File: src/rtl/scan_clk_pkg.sv
// Shared definitions for the scan-clock divider arbiter.
//   state_e        : arbiter sequencing states
//   DIV_W_DEF      : default divisor width
//   HOLD_CYC_DEF   : default cycles the divider is held in reset before release
//   SETTLE_CYC_DEF : default base settle time after divider release
package scan_clk_pkg;

  localparam int unsigned DIV_W_DEF      = 16;
  localparam int unsigned HOLD_CYC_DEF   = 4;
  localparam int unsigned SETTLE_CYC_DEF = 16;

  typedef enum logic [2:0] {
    StIdle,
    StHold,
    StSettle,
    StOwn,
    StRelease
  } state_e;

endpackage

File: src/rtl/scan_clk_div_arbiter_rr_pick.sv
// Combinational round-robin picker: finds the first set request at or after
// the pointer, wrapping modulo N_REQ.
//   i_req : request vector
//   i_ptr : round-robin start index
//   o_gnt : one-hot winner (zero when no request)
//   o_idx : winner index (zero when no request)
module rr_pick #(
  parameter int unsigned N_REQ = 4,
  parameter int unsigned IDX_W = $clog2(N_REQ)
) (
  input  logic [N_REQ-1:0] i_req,
  input  logic [IDX_W-1:0] i_ptr,
  output logic [N_REQ-1:0] o_gnt,
  output logic [IDX_W-1:0] o_idx
);

  logic             w_found;
  logic [IDX_W:0]   w_sum;
  logic [IDX_W-1:0] w_k;

  always_comb begin
    o_gnt   = '0;
    o_idx   = '0;
    w_found = 1'b0;
    w_sum   = '0;
    w_k     = '0;
    for (int i = 0; i < N_REQ; i++) begin
      // ptr + i < 2*N_REQ, so a single conditional subtract wraps it.
      w_sum = {1'b0, i_ptr} + (IDX_W+1)'(i);
      w_k   = (w_sum >= (IDX_W+1)'(N_REQ)) ? IDX_W'(w_sum - (IDX_W+1)'(N_REQ))
                                           : IDX_W'(w_sum);
      if (!w_found && i_req[w_k]) begin
        w_found    = 1'b1;
        o_gnt[w_k] = 1'b1;
        o_idx      = w_k;
      end
    end
  end

endmodule

File: src/rtl/scan_clk_div_arbiter.sv
// Shares one odd-ratio scan-clock divider between N_REQ requesters. Grants
// round-robin, then sequences the divider: reset hold, divisor load, release,
// settle, ready. The divisor only changes while the divider is in reset.
//   i_clk       : system clock (also clocks the divider)
//   i_rst       : asynchronous active-low reset
//   i_req       : per-requester request level, held for the whole ownership
//   i_div       : packed divisors, requester k at [k*DIV_W +: DIV_W]
//   o_gnt       : one-hot grant, zero when no owner
//   o_ready     : divided clock stable for the owner
//   o_div_rst_n : divider reset (0 = reset/bypass)
//   o_divisor   : divider divisor
//   o_busy      : arbiter not idle
module scan_clk_div_arbiter
  import scan_clk_pkg::*;
#(
  parameter int unsigned N_REQ      = 4,
  parameter int unsigned DIV_W      = DIV_W_DEF,
  parameter int unsigned HOLD_CYC   = HOLD_CYC_DEF,
  parameter int unsigned SETTLE_CYC = SETTLE_CYC_DEF
) (
  input  logic                   i_clk,
  input  logic                   i_rst,
  input  logic [N_REQ-1:0]       i_req,
  input  logic [N_REQ*DIV_W-1:0] i_div,
  output logic [N_REQ-1:0]       o_gnt,
  output logic                   o_ready,
  output logic                   o_div_rst_n,
  output logic [DIV_W-1:0]       o_divisor,
  output logic                   o_busy
);

  localparam int unsigned IDX_W = $clog2(N_REQ);
  localparam int unsigned CNT_W = DIV_W + 2;

  state_e           r_state,     w_state_d;
  logic [N_REQ-1:0] r_gnt,       w_gnt_d;
  logic             r_ready,     w_ready_d;
  logic             r_div_rst_n, w_div_rst_n_d;
  logic [DIV_W-1:0] r_divisor,   w_divisor_d;
  logic             r_busy,      w_busy_d;
  logic [IDX_W-1:0] r_ptr,       w_ptr_d;
  logic [IDX_W-1:0] r_owner,     w_owner_d;
  logic [CNT_W-1:0] r_cnt,       w_cnt_d;

  logic [N_REQ-1:0] w_pick_gnt;
  logic [IDX_W-1:0] w_pick_idx;
  logic [DIV_W-1:0] w_sel_div;
  logic [DIV_W:0]   w_twice_div;
  logic [CNT_W-1:0] w_settle_load;
  logic             w_owner_req;
  logic             w_release;

  rr_pick #(
    .N_REQ (N_REQ),
    .IDX_W (IDX_W)
  ) u_rr_pick (
    .i_req (i_req),
    .i_ptr (r_ptr),
    .o_gnt (w_pick_gnt),
    .o_idx (w_pick_idx)
  );

  always_comb begin
    w_sel_div = '0;
    for (int k = 0; k < N_REQ; k++) begin
      if (w_pick_idx == IDX_W'(k)) w_sel_div = i_div[k*DIV_W +: DIV_W];
    end
  end

  // Widened so SETTLE_CYC + 2*0xFFFF cannot wrap.
  assign w_twice_div   = {r_divisor, 1'b0};
  assign w_settle_load = CNT_W'(SETTLE_CYC) + CNT_W'(w_twice_div);
  assign w_owner_req   = i_req[r_owner];

  always_comb begin
    w_state_d     = r_state;
    w_gnt_d       = r_gnt;
    w_ready_d     = r_ready;
    w_div_rst_n_d = r_div_rst_n;
    w_divisor_d   = r_divisor;
    w_ptr_d       = r_ptr;
    w_owner_d     = r_owner;
    w_cnt_d       = r_cnt;
    w_release     = 1'b0;

    unique case (r_state)
      StIdle: begin
        if (|i_req) begin
          w_state_d   = StHold;
          w_gnt_d     = w_pick_gnt;
          w_owner_d   = w_pick_idx;
          w_divisor_d = w_sel_div;
          w_cnt_d     = CNT_W'(HOLD_CYC - 1);
        end
      end
      StHold: begin
        if (!w_owner_req) begin
          w_release = 1'b1;
        end else if (r_cnt == '0) begin
          w_state_d     = StSettle;
          w_div_rst_n_d = 1'b1;
          w_cnt_d       = w_settle_load;
        end else begin
          w_cnt_d = r_cnt - CNT_W'(1);
        end
      end
      StSettle: begin
        if (!w_owner_req) begin
          w_release = 1'b1;
        end else if (r_cnt <= CNT_W'(1)) begin
          // Counter hits zero on this update; ready rises with it.
          w_state_d = StOwn;
          w_ready_d = 1'b1;
          w_cnt_d   = '0;
        end else begin
          w_cnt_d = r_cnt - CNT_W'(1);
        end
      end
      StOwn: begin
        if (!w_owner_req) w_release = 1'b1;
      end
      StRelease: begin
        w_state_d = StIdle;
      end
      default: begin
        w_state_d = StIdle;
      end
    endcase

    if (w_release) begin
      w_state_d     = StRelease;
      w_gnt_d       = '0;
      w_ready_d     = 1'b0;
      w_div_rst_n_d = 1'b0;
      w_divisor_d   = '0;
      w_cnt_d       = '0;
      w_ptr_d       = (r_owner == IDX_W'(N_REQ - 1)) ? '0 : r_owner + IDX_W'(1);
    end

    w_busy_d = (w_state_d != StIdle);
  end

  always_ff @(posedge i_clk or negedge i_rst) begin
    if (!i_rst) begin
      r_state     <= StIdle;
      r_gnt       <= '0;
      r_ready     <= 1'b0;
      r_div_rst_n <= 1'b0;
      r_divisor   <= '0;
      r_busy      <= 1'b0;
      r_ptr       <= '0;
      r_owner     <= '0;
      r_cnt       <= '0;
    end else begin
      r_state     <= w_state_d;
      r_gnt       <= w_gnt_d;
      r_ready     <= w_ready_d;
      r_div_rst_n <= w_div_rst_n_d;
      r_divisor   <= w_divisor_d;
      r_busy      <= w_busy_d;
      r_ptr       <= w_ptr_d;
      r_owner     <= w_owner_d;
      r_cnt       <= w_cnt_d;
    end
  end

  assign o_gnt       = r_gnt;
  assign o_ready     = r_ready;
  assign o_div_rst_n = r_div_rst_n;
  assign o_divisor   = r_divisor;
  assign o_busy      = r_busy;

endmodule

File: config.mk
export PLATFORM = sky130hd
export DESIGN_NAME = scan_clk_div_arbiter
export DESIGN_NICKNAME = d
export VERILOG_FILES = /design/src/rtl/scan_clk_pkg.sv /design/src/rtl/scan_clk_div_arbiter_rr_pick.sv /design/src/rtl/scan_clk_div_arbiter.sv
export SDC_FILE = /design/constraint.sdc
export NUM_CORES = 1
export LEC_CHECK = 0
export ABC_CLOCK_PERIOD_IN_PS = 3500
export CORE_MARGIN = 2
export CORE_UTILIZATION = 45
export DETAILED_ROUTE_END_ITERATION = 7
export GPL_ROUTABILITY_DRIVEN = 0
export PLACE_DENSITY = 0.76
export RECOVER_POWER = 100
export SLEW_MARGIN = 20
export SYNTH_ARGS = -nofsm -noshare
export SYNTH_HDL_FRONTEND = slang
export SYNTH_SLANG_ARGS = --single-unit
File: constraint.sdc
create_clock -name i_clk -period 3.5 [get_ports i_clk]
set_input_delay 0.35 -clock i_clk [delete_from_list [all_inputs] [get_ports i_clk]]
set_output_delay 0.35 -clock i_clk [all_outputs]
set_load 0.02 [all_outputs]
# Yosys cells after proc, flatten, opt, wreduce, memory -nomap -nowiden
# Index checks and enable logic that the tools add are counted.
dict set report op_classes {
  order_cmp 14
  mux 68
  n_eq_ne 10
  n_bitwise 3
  add_sub_neg 10
  reduce_logical 29
}
# op n
set op_table {}
lappend op_table {{2-to-1 mux 16 bit} 7}
lappend op_table {{2-to-1 mux 18 bit} 6}
lappend op_table {{case mux 18 bit (3 select lines)} 1}
lappend op_table {{2-to-1 mux 4 bit} 7}
lappend op_table {{2-to-1 mux 1 bit} 22}
lappend op_table {{adder 5 x 17 -> 18 bit, first input constant} 1}
lappend op_table {{<= comparator 18 x 1 -> 1 bit, second input constant} 1}
lappend op_table {{zero test 18 bit} 1}
lappend op_table {{2-to-1 mux 2 bit} 9}
lappend op_table {{2-to-1 mux 3 bit} 6}
lappend op_table {{subtractor 18 x 1 -> 18 bit, second input constant} 1}
lappend op_table {{less-than comparator 2 x 3 -> 1 bit, second input constant} 5}
lappend op_table {{nonzero test 2 bit} 7}
lappend op_table {{OR 4 bit} 3}
lappend op_table {{case mux 3 bit (4 select lines)} 1}
lappend op_table {{binary-select mux 1 bit (select 2 bit)} 5}
lappend op_table {{greater-or-equal comparator 3 bit, second input constant} 3}
lappend op_table {{inequality test 3 bit, second input constant} 3}
lappend op_table {{demux 1 bit (select 2 bit)} 4}
lappend op_table {{greater-or-equal comparator 2 x 1 -> 1 bit, second input constant} 4}
lappend op_table {{subtractor 2 x 1 -> 2 bit, second input constant} 4}
lappend op_table {{logical AND 1 bit} 7}
lappend op_table {{adder 2 x 2 -> 3 bit, second input constant} 2}
lappend op_table {{equality test 2 bit, second input constant} 3}
lappend op_table {{16 further kinds} 21}
dict set report word_totals {
  out_inout_bits 23
  in_bits 70
  ff_bits 48
}

# Depth between registers and ports, before layout
# Gate-level depths: netlist of run 1.
dict set report logic_depth {
  ltp_word 22
  mapped_depth 11
  ltp_nobuf 8
}

# Hierarchy
# A second synthesis of run 1 with hierarchy kept.
dict set report hier_totals {
  hier_cells 370
  hier_area_um2 3437.0
}
# mod area_per_inst_um2 cells_per_inst n_inst seq_area_each_um2
set modules_own_cells {}
lappend modules_own_cells {scan_clk_div_arbiter 3017.9 324 1 1201.2}
lappend modules_own_cells {rr_pick 419.2 46 1 0.0}

# Worst setup path before layout of run 1
# No wires, ideal clock.
dict set report synth_path {
  kind {reg2reg}
  start {register r_ptr[0]}
  end {register r_divisor[11], in the netlist o_divisor[11]}
  n_path_buf 3
  arrival_time_ps 2808
  path_slack_ps 565
  path_stages_with_launch 12
  synth_period_minus_slack_ps 2935
  path_cell_list {dfrtp_1 buf_6 inv_1 ha_1 mux4_2 nor4b_4 a2111o_1 buf_6 buf_8 mux2i_1 a2bb2oi_1 o21ai_1}
}
dict set report synth_via {
  elab_chain_cells 22
  elab_cells_between_ends 47
  classes_between {add/sub: 7; order compare: 4; eq/ne: 3; mux: 26; reduce/logical: 7}
}
# item line_no
set synth_lines {}
lappend synth_lines {{start, declared} scan_clk_div_arbiter.sv:41} ;# logic [IDX_W-1:0] r_ptr, w_ptr_d;
lappend synth_lines {{start signal, assigned} scan_clk_div_arbiter.sv:161} ;# r_ptr <= w_ptr_d;
lappend synth_lines {{branches (longest 13 deep; another with adder 2 x 1 -> 3 bit)} --}
lappend synth_lines {{2-to-1 mux 2 bit *} scan_clk_div_arbiter_rr_pick.sv:32} ;# if (!w_found && i_req[w_k]) begin
lappend synth_lines {{zero test 2 bit} scan_clk_div_arbiter.sv:66} ;# if (w_pick_idx == IDX_W'(k)) w_sel_div = i_div[k*DIV_W +: DIV_W];
lappend synth_lines {{2-to-1 mux 16 bit (3 in a row)} scan_clk_div_arbiter.sv:66}
lappend synth_lines {{2-to-1 mux 16 bit *} scan_clk_div_arbiter.sv:66}
lappend synth_lines {{2-to-1 mux 16 bit *} scan_clk_div_arbiter.sv:88} ;# if (|i_req) begin
lappend synth_lines {{2-to-1 mux 16 bit *} scan_clk_div_arbiter.sv:86} ;# unique case (r_state)
lappend synth_lines {{2-to-1 mux 16 bit *} scan_clk_div_arbiter.sv:130} ;# if (w_release) begin
lappend synth_lines {{end signal, assigned} scan_clk_div_arbiter.sv:159} ;# r_divisor <= w_divisor_d;
lappend synth_lines {{end, declared} scan_clk_div_arbiter.sv:39} ;# logic [DIV_W-1:0] r_divisor, w_divisor_d;
# Mark *: on every way between the ends. The select of a mux whose other input is x is not followed.
# A chain may end at the register's enable or synchronous reset.

# Final worst setup path of run 1
dict set report layout_path {
  start {input port i_req[2]}
  end {register r_cnt[15]}
}
dict set report layout_via {
  elab_chain_cells 6
  elab_cells_between_ends 11
  classes_between {eq/ne: 3; mux: 5; reduce/logical: 3}
}
# item line_no
set layout_lines {}
lappend layout_lines {{start, declared} scan_clk_div_arbiter.sv:23} ;# input logic [N_REQ-1:0] i_req,
lappend layout_lines {{binary-select mux 1 bit (select 2 bit)} scan_clk_div_arbiter.sv:73} ;# assign w_owner_req = i_req[r_owner];
lappend layout_lines {{2-to-1 mux 1 bit (not written as such)} scan_clk_div_arbiter.sv:73}
lappend layout_lines {{2-to-1 mux 1 bit} {scan_clk_div_arbiter.sv:97, scan_clk_div_arbiter.sv:108, scan_clk_div_arbiter.sv:120}}
lappend layout_lines {{2-to-1 mux 1 bit} --}
lappend layout_lines {{inequality test 3 bit (no source line) or nonzero test 4 bit (tied branches)} --}
lappend layout_lines {{AND reduction 4 bit (no source line)} --}
lappend layout_lines {{end signal, assigned} scan_clk_div_arbiter.sv:163} ;# r_cnt <= w_cnt_d;
lappend layout_lines {{end, declared} scan_clk_div_arbiter.sv:43} ;# logic [CNT_W-1:0] r_cnt, w_cnt_d;
# Parallel ways exist; a longest one is shown, timed or not. The select of a mux whose other input is x is not followed.

==> reports/qor.csv, run 1 <==
metric,value,unit
status,"complete, but fails checks",
violations,"capacitance limit, slew limit",
rsz0062_at_grt,false,
clk_pin_slew,0.10,ns
critPathCaptureType,register,
antenna_cells,0,
crit_family,compound AO/OA/AOI/OAI gates,
leakage,1.93,nW
drt_first_pass_iters,5,
syn_area_per_cell,9.27,um2
max_freq,309,MHz
crit_path_max_fanout,10,
cp_cell_sequence,dlygate4sd3_1 -> mux4_2 -> and2_0 -> o311ai_0 -> a211o_1 -> clkbuf_1 -> a21oi_1 -> a221o_1,
drv_cap,1,
ys_async_sr_fraction,100,%
cts-root-buf,clkbuf_8,
skew,0.0119,ns
yosysTopAreaCellShare,34.8,%
final_common_cell,clkdlybuf4s50_1,
slowest_stage,dlygate4sd3_1,
synth_area,3450,um2
hold_class,input pin to async pin,
final_cell_mix,"clkdlybuf4s50_1 (67), dfrtp_1 (47), nand2_1 (40), mux2i_1 (33), o21ai_0 (31)",
syn_inst,372,
core,7330,um2
synth_warnings,0,
syn_nets,455,
slew_violations,32,
hold_viol_final,0,
grt_max_degree,33,
crit_arrival,3.43,ns
wl_per_cell,17.5,um
yosysTopAreaCell,dfrtp_1,
pin_count,93,
ys_seq_elements,48,
die-area,8380,um2
portBuffers,92,
viasPerCell,5.96,
powerDensity,952,nW/um2
fin_setup_tns,0,ns
start_util,47.0,%
path_buf_inv,2,
finalSetupViolCount,0,
clk_latency,0.31,ns
synth-main-ff-cell,dfrtp_1,
cts_hold_buf,0,
syn_to_final_growth,31.0,%
gr-total-overflow,0,
antenna_found_initial,0,
dp_slack,0.222,ns
start_kind,input pin,
drtIter0Drc,181,
synth_edf_count,0,
slowest_delay,0.66,ns
path_class,input pin to register,
h-tree-depth,2,
place_hpwl,7.40,mm
post-route-period-util,92.5,%
nNetsFinal,542,
tightest_slew,1.74,ns
die_h,91.5,um
route.detailed.drc,0,
cts_tree,done,
grt_pass1_wl,16.3,mm
antenna_left,0,
drt_wl_total,9.81,mm
ys_top_cells_by_area,"dfrtp_1 (35%), mux2i_1 (9.6%), ha_1 (4.7%), nand2_1 (4.4%), o221ai_1 (3.6%)",
grtUsageTotal,23.7,%
synth.distinct_cells,52,
yosysSeqAreaShare,34.8,%
min_period,3.24,ns
grt_pass1_vias,3319,
die_w,91.5,um
cts_num_sinks,48,
num_vias,3333,
cts_buffers,5,
row_count,31,
setup_ws,0.261,ns
maxSlewHeadroom,-16.2,%
worstPathRequired,3.69,ns
cts.path.max_buffers,2,
ir_drop,0.000512,V
drive_above_1_share,4.13,%
## cell type report
type	count	area, um2
multi-input combinational	294	2080
timing repair buffer	98	961
clock inverter	2	35.0
clock buffer	6	72.6
fill	640	2810
tap	99	124
sequential	48	1200
inverter	12	45.0
## what timing repair did
item                                    in CTS  in global routing
endpoints found under the setup margin       0                  4
buffers inserted                             0                  0
gates resized for setup                      0                  1
## through the flow
stage                     hold WS [ns]  instance area, um2  utilization, %  std cells  power (mW)
final                            0.490                4520            61.6        559        4.30
after global placement           0.444                4430            60.4        551        3.87
after detailed placement         0.448                4430            60.4        551        3.95
after global routing             0.554                4520            61.6        559        4.65
after CTS                        0.117                4540            61.9        559        4.37
after floorplan                 0.0544                3450               -        372        3.16
## layer usage
layer	up-vias	wire (um)	global-route usage (%)
li1	1581	-	-
met1	1603	4290	32.7
met2	138	4700	39.3
met3	11	716	4.32
met4	0	104	4.42
met5	-	0	0
## cell usage after synthesis, types with 2 or more instances
library cell  count
nor4_1            6
o21ai_0          23
mux4_2            5
nor3b_1           4
nand4_1           2
o21ai_1          10
a21oi_1          10
a211o_1           2
xnor2_1          10
o31ai_1           2
nand3b_1          3
and3_1            2
a211oi_1          2
or3_1             3
nor3_1           15
nand3_1          15
xor2_1            6
nor2b_1           2
a2bb2oi_1         5
mux2i_1          33
a32oi_1           2
a221oi_1          4
and4_1            2
a21o_1            4
clkbuf_1          8
buf_2             5
a22oi_1           9
a221o_1           5
ha_1             13
o221ai_1         14
dfrtp_1          48
buf_6             4
or2_2             2
inv_1            12
nor2_1           24
nand2_1          40
## path summary, 6_finish.rpt
check	startpoint	end	slack [ns]	cells past startpoint
hold / removal	i_rst	r_cnt[11]	0.49	1
setup reg to reg	r_ptr[1]	o_divisor[9]	0.29	9
max in group asynchronous	i_rst	r_cnt[17]	1.36	2
min in group i_clk	o_gnt[0]	o_gnt[0]	0.49	2
hold reg to reg	o_gnt[0]	o_gnt[0]	0.49	2
setup / recovery	i_req[2]	r_cnt[15]	0.26	8
## registers in the layout, indices dropped and copies added, names as in the netlist
signal / flops
o_busy: 1
o_div_rst_n: 1
o_divisor: 16
o_gnt: 4
o_ready: 1
r_cnt: 18
r_owner: 2
r_ptr: 2
r_state: 3
## kinds of logic (layout without fill, tap and decap cells)
logic type / Yosys count / after routing / synth area share [%]
AOI/OAI and AO/OA: 101 / 101 / 20.8
adders and majority gates: 13 / 13 / 4.72
muxes: 38 / 38 / 12.8
buffers and inverters: 30 / 118 / 4.64
xor gates and xnor gates: 16 / 16 / 4.06
and+or+nand+nor: 126 / 126 / 18.1
DFF: 48 / 48 / 34.8
## power by group
group	total (mW)	internal [mW]	switching (mW)
combinational	2.80	1.21	1.59
clock	0.410	0.213	0.197
sequential	1.09	0.787	0.300
total	4.30	2.21	2.09
Power figures use the tool's default switching activity.
==> run 2, diff against run 1 <==
- CORE_UTILIZATION: 45 -> 40
- PLACE_DENSITY: 0.76 -> 0.69
- REMOVE_ABC_BUFFERS: default -> 1
==> run 2 against run 1 <==
Effect of this change:
- the run still ends with capacitance limit, slew limit left
- clock skew up 0.0024 ns
- global-route usage fell by 3.5 points
- via count fell by 1.2%
- clock-buffer cell count is the same
- critical path depth grew 1
- cell count increased by 1.1%
- fmax decreased by 1.1%
- clock power fell by 1%
- cell area is 0.33% higher
- sequential cell count is the same
- power is essentially flat
- hold slack worse by 0.0086 ns
- critical path type is now register to register
- largest cell class unchanged
- largest power group unchanged
==> reports/qor.csv, run 2 (synthesized netlist as in run 1, its figures left out) <==
metric,value,unit,change
cp_cell_sequence,inv_1 -> ha_1 -> mux4_2 -> nor4b_4 -> a2111o_1 -> buf_12 -> mux2i_1 -> a2bb2oi_1 -> o21ai_0,,
slowest_delay,0.64,ns,-0.02 ns
final_util,54.6,%,-7.0 points
drive_above_1_share,4.57,%,+0.43 points
regArea,1200,um2,-0.10%
min_period,3.27,ns,+0.0352 ns
antenna_found_initial,0,,unchanged
maxSlewHeadroom,-77.5,%,-61 points
pin_count,93,,unchanged
grt_max_degree,49,,+48%
die_w,96.9,um,+5.8%
grt_pass1_vias,3264,,-1.7%
pwr-share-clk,9.4,%,about the same
powerDensity,948,nW/um2,-0.37%
hold_path_startpoint,o_gnt[3],,
hold_viol_final,0,,unchanged
grt_pass1_wl,15.8,mm,-2.8%
rsz0062_at_grt,false,,
grtUsageMet3,3.54,%,-0.77 points
cts_tree,done,,
hold_path_end,o_gnt[3],,
path_buf_inv,2,,unchanged
max_freq,305,MHz,-1.1%
drt_wl_total,9.56,mm,-2.6%
final_common_cell,clkdlybuf4s50_1,,
multi_input_area,2080,um2,unchanged
p_seq_share,24.9,%,-0.4 points
slew_violations,49,,+53%
final_cell_mix,"clkdlybuf4s50_1 (67), dfrtp_1 (48), nand2_1 (40), mux2i_1 (33), o21ai_0 (29)",,
cts-root-buf,clkbuf_8,,
antenna_left,0,,unchanged
route.detailed.drc,0,,unchanged
path_class,register to register,,
r2r-start,r_ptr[1],,
start_kind,register,,
intPower,2.23,mW,+0.70%
cts.path.max_buffers,2,,unchanged
die-area,9380,um2,+12%
start_util,41.5,%,-5.5 points
cts_buffers,5,,unchanged
n_fill_cell,760,,+19%
slowest_stage,mux4_2,,
dp_cells,557,,+1.1%
met1_usage,26.7,%,-6.0 points
h-tree-depth,2,,unchanged
cts_resized,0,,unchanged
r2r_cells,9,,unchanged
row_count,33,,+6.5%
worstPathRequired,3.68,ns,about the same
post-route-period-util,93.5,%,+1.0 points
clk_latency,0.30,ns,about the same
dpl-instance-area,4440,um2,+0.17%
regMostFlops,r_cnt,,
busiest_layer,met2,,
antenna_cells,0,,unchanged
gr-total-overflow,0,,unchanged
die_h,96.9,um,+5.8%
cts_hold_buf,0,,unchanged
final_area,4530,um2,+0.33%
critPathCaptureType,register,,
clk_pin_slew,0.09,ns,about the same
met2_usage,33.1,%,-6.2 points
grtUsageTotal,20.2,%,-3.5 points
drv_cap,1,,unchanged
largest_register_ffs,18,,unchanged
p_sw,2.07,mW,-0.81%
finalSetupViolCount,0,,unchanged
drtIter0Drc,158,,-13%
skew,0.0143,ns,+0.00237 ns
status,"complete, but fails checks",,
drt_first_pass_iters,4,,-1
portBuffers,92,,unchanged
cts_num_sinks,48,,unchanged
hold_depth,2,,
netSwitchingFraction,48.2,%,-0.38 points
viasPerCell,5.83,,-2.2%
hold_class,register to register,,
num_vias,3294,,-1.2%
syn_to_final_growth,31.4,%,
violations,"capacitance limit, slew limit",,
nNetsFinal,542,,unchanged
leakage,1.95,nW,+0.59%
core,8300,um2,+13%
place_hpwl,7.15,mm,-3.4%
power_frac_comb,65.6,%,+0.4 points
crit_arrival,3.46,ns,+0.03 ns
reg2reg_slack,0.23,ns,-0.06 ns
crit_family,multiplexers,,
tightest_slew,2.66,ns,+0.919 ns
r2r-end,o_divisor[10],,
final_cells,565,,+1.1%
cts_setup_buffers,0,,unchanged
wl_per_cell,16.9,um,-3.6%
ir_drop,0.000397,V,-23%
crit_path_max_fanout,32,,+22
==> run 2: power groups by stage <==
stage                     clock, mW  sequential (mW)  combinational [mW]
after floorplan                   0             1.16                1.85
after global placement            0             1.08                2.82
after detailed placement          0             1.09                2.87
after CTS                     0.417             1.08                2.88
after global routing          0.440             1.11                3.10
final                         0.405             1.07                2.82
==> run 2: how the worst max path moves through the flow <==
stage	start	end	slack, ns	cells past startpoint
after floorplan	r_ptr[0]	o_divisor[10]	-0.29	8
after global placement	r_ptr[1]	o_divisor[10]	0.39	9
after detailed placement	r_ptr[1]	o_divisor[11]	0.22	9
after CTS	r_ptr[1]	o_divisor[11]	0.22	9
after global routing	r_ptr[1]	o_divisor[9]	0.009	9
final	r_ptr[1]	o_divisor[10]	0.23	9
==> run 2: cell type report <==
| type | count | share of cell area [%] |
|---|---|---|
| inverters | 12 | 0.994 |
| repair buffers | 98 | 21.4 |
| flip-flops and latches | 48 | 26.5 |
| multi-input cells | 294 | 45.8 |
| clock inverters | 2 | 0.773 |
| clock buffers | 6 | 1.60 |
| well taps | 105 | 2.90 |
==> run 2: worst reg2reg max path, stage by stage (launching register included) <==
cell,delay (ns)
dfrtp_1,0.53
inv_1,0.19
ha_1,0.43
mux4_2,0.64
nor4b_4,0.39
a2111o_1,0.25
buf_12,0.24
mux2i_1,0.24
a2bb2oi_1,0.16
o21ai_0,0.09
==> run 2: metal layers <==
layer | part of all wire, % | routed length (um)
met1 | 45 | 4250
met2 | 48 | 4610
met3 | 4.6 | 441
met5 | 0 | 0
met4 | 2.6 | 249
==> run 2: stage by stage <==
step / hold slack (ns) / power, mW / TNS (ns) / setup slack (ns)
CTS: 0.161 / 4.38 / 0 / 0.216
detailed placement: 0.476 / 3.95 / 0 / 0.218
finish: 0.481 / 4.30 / 0 / 0.226
global placement: 0.478 / 3.90 / 0 / 0.386
floorplan: 0.0544 / 3.01 / -3.29 / -0.290
global route: 0.531 / 4.65 / 0 / 0.00869
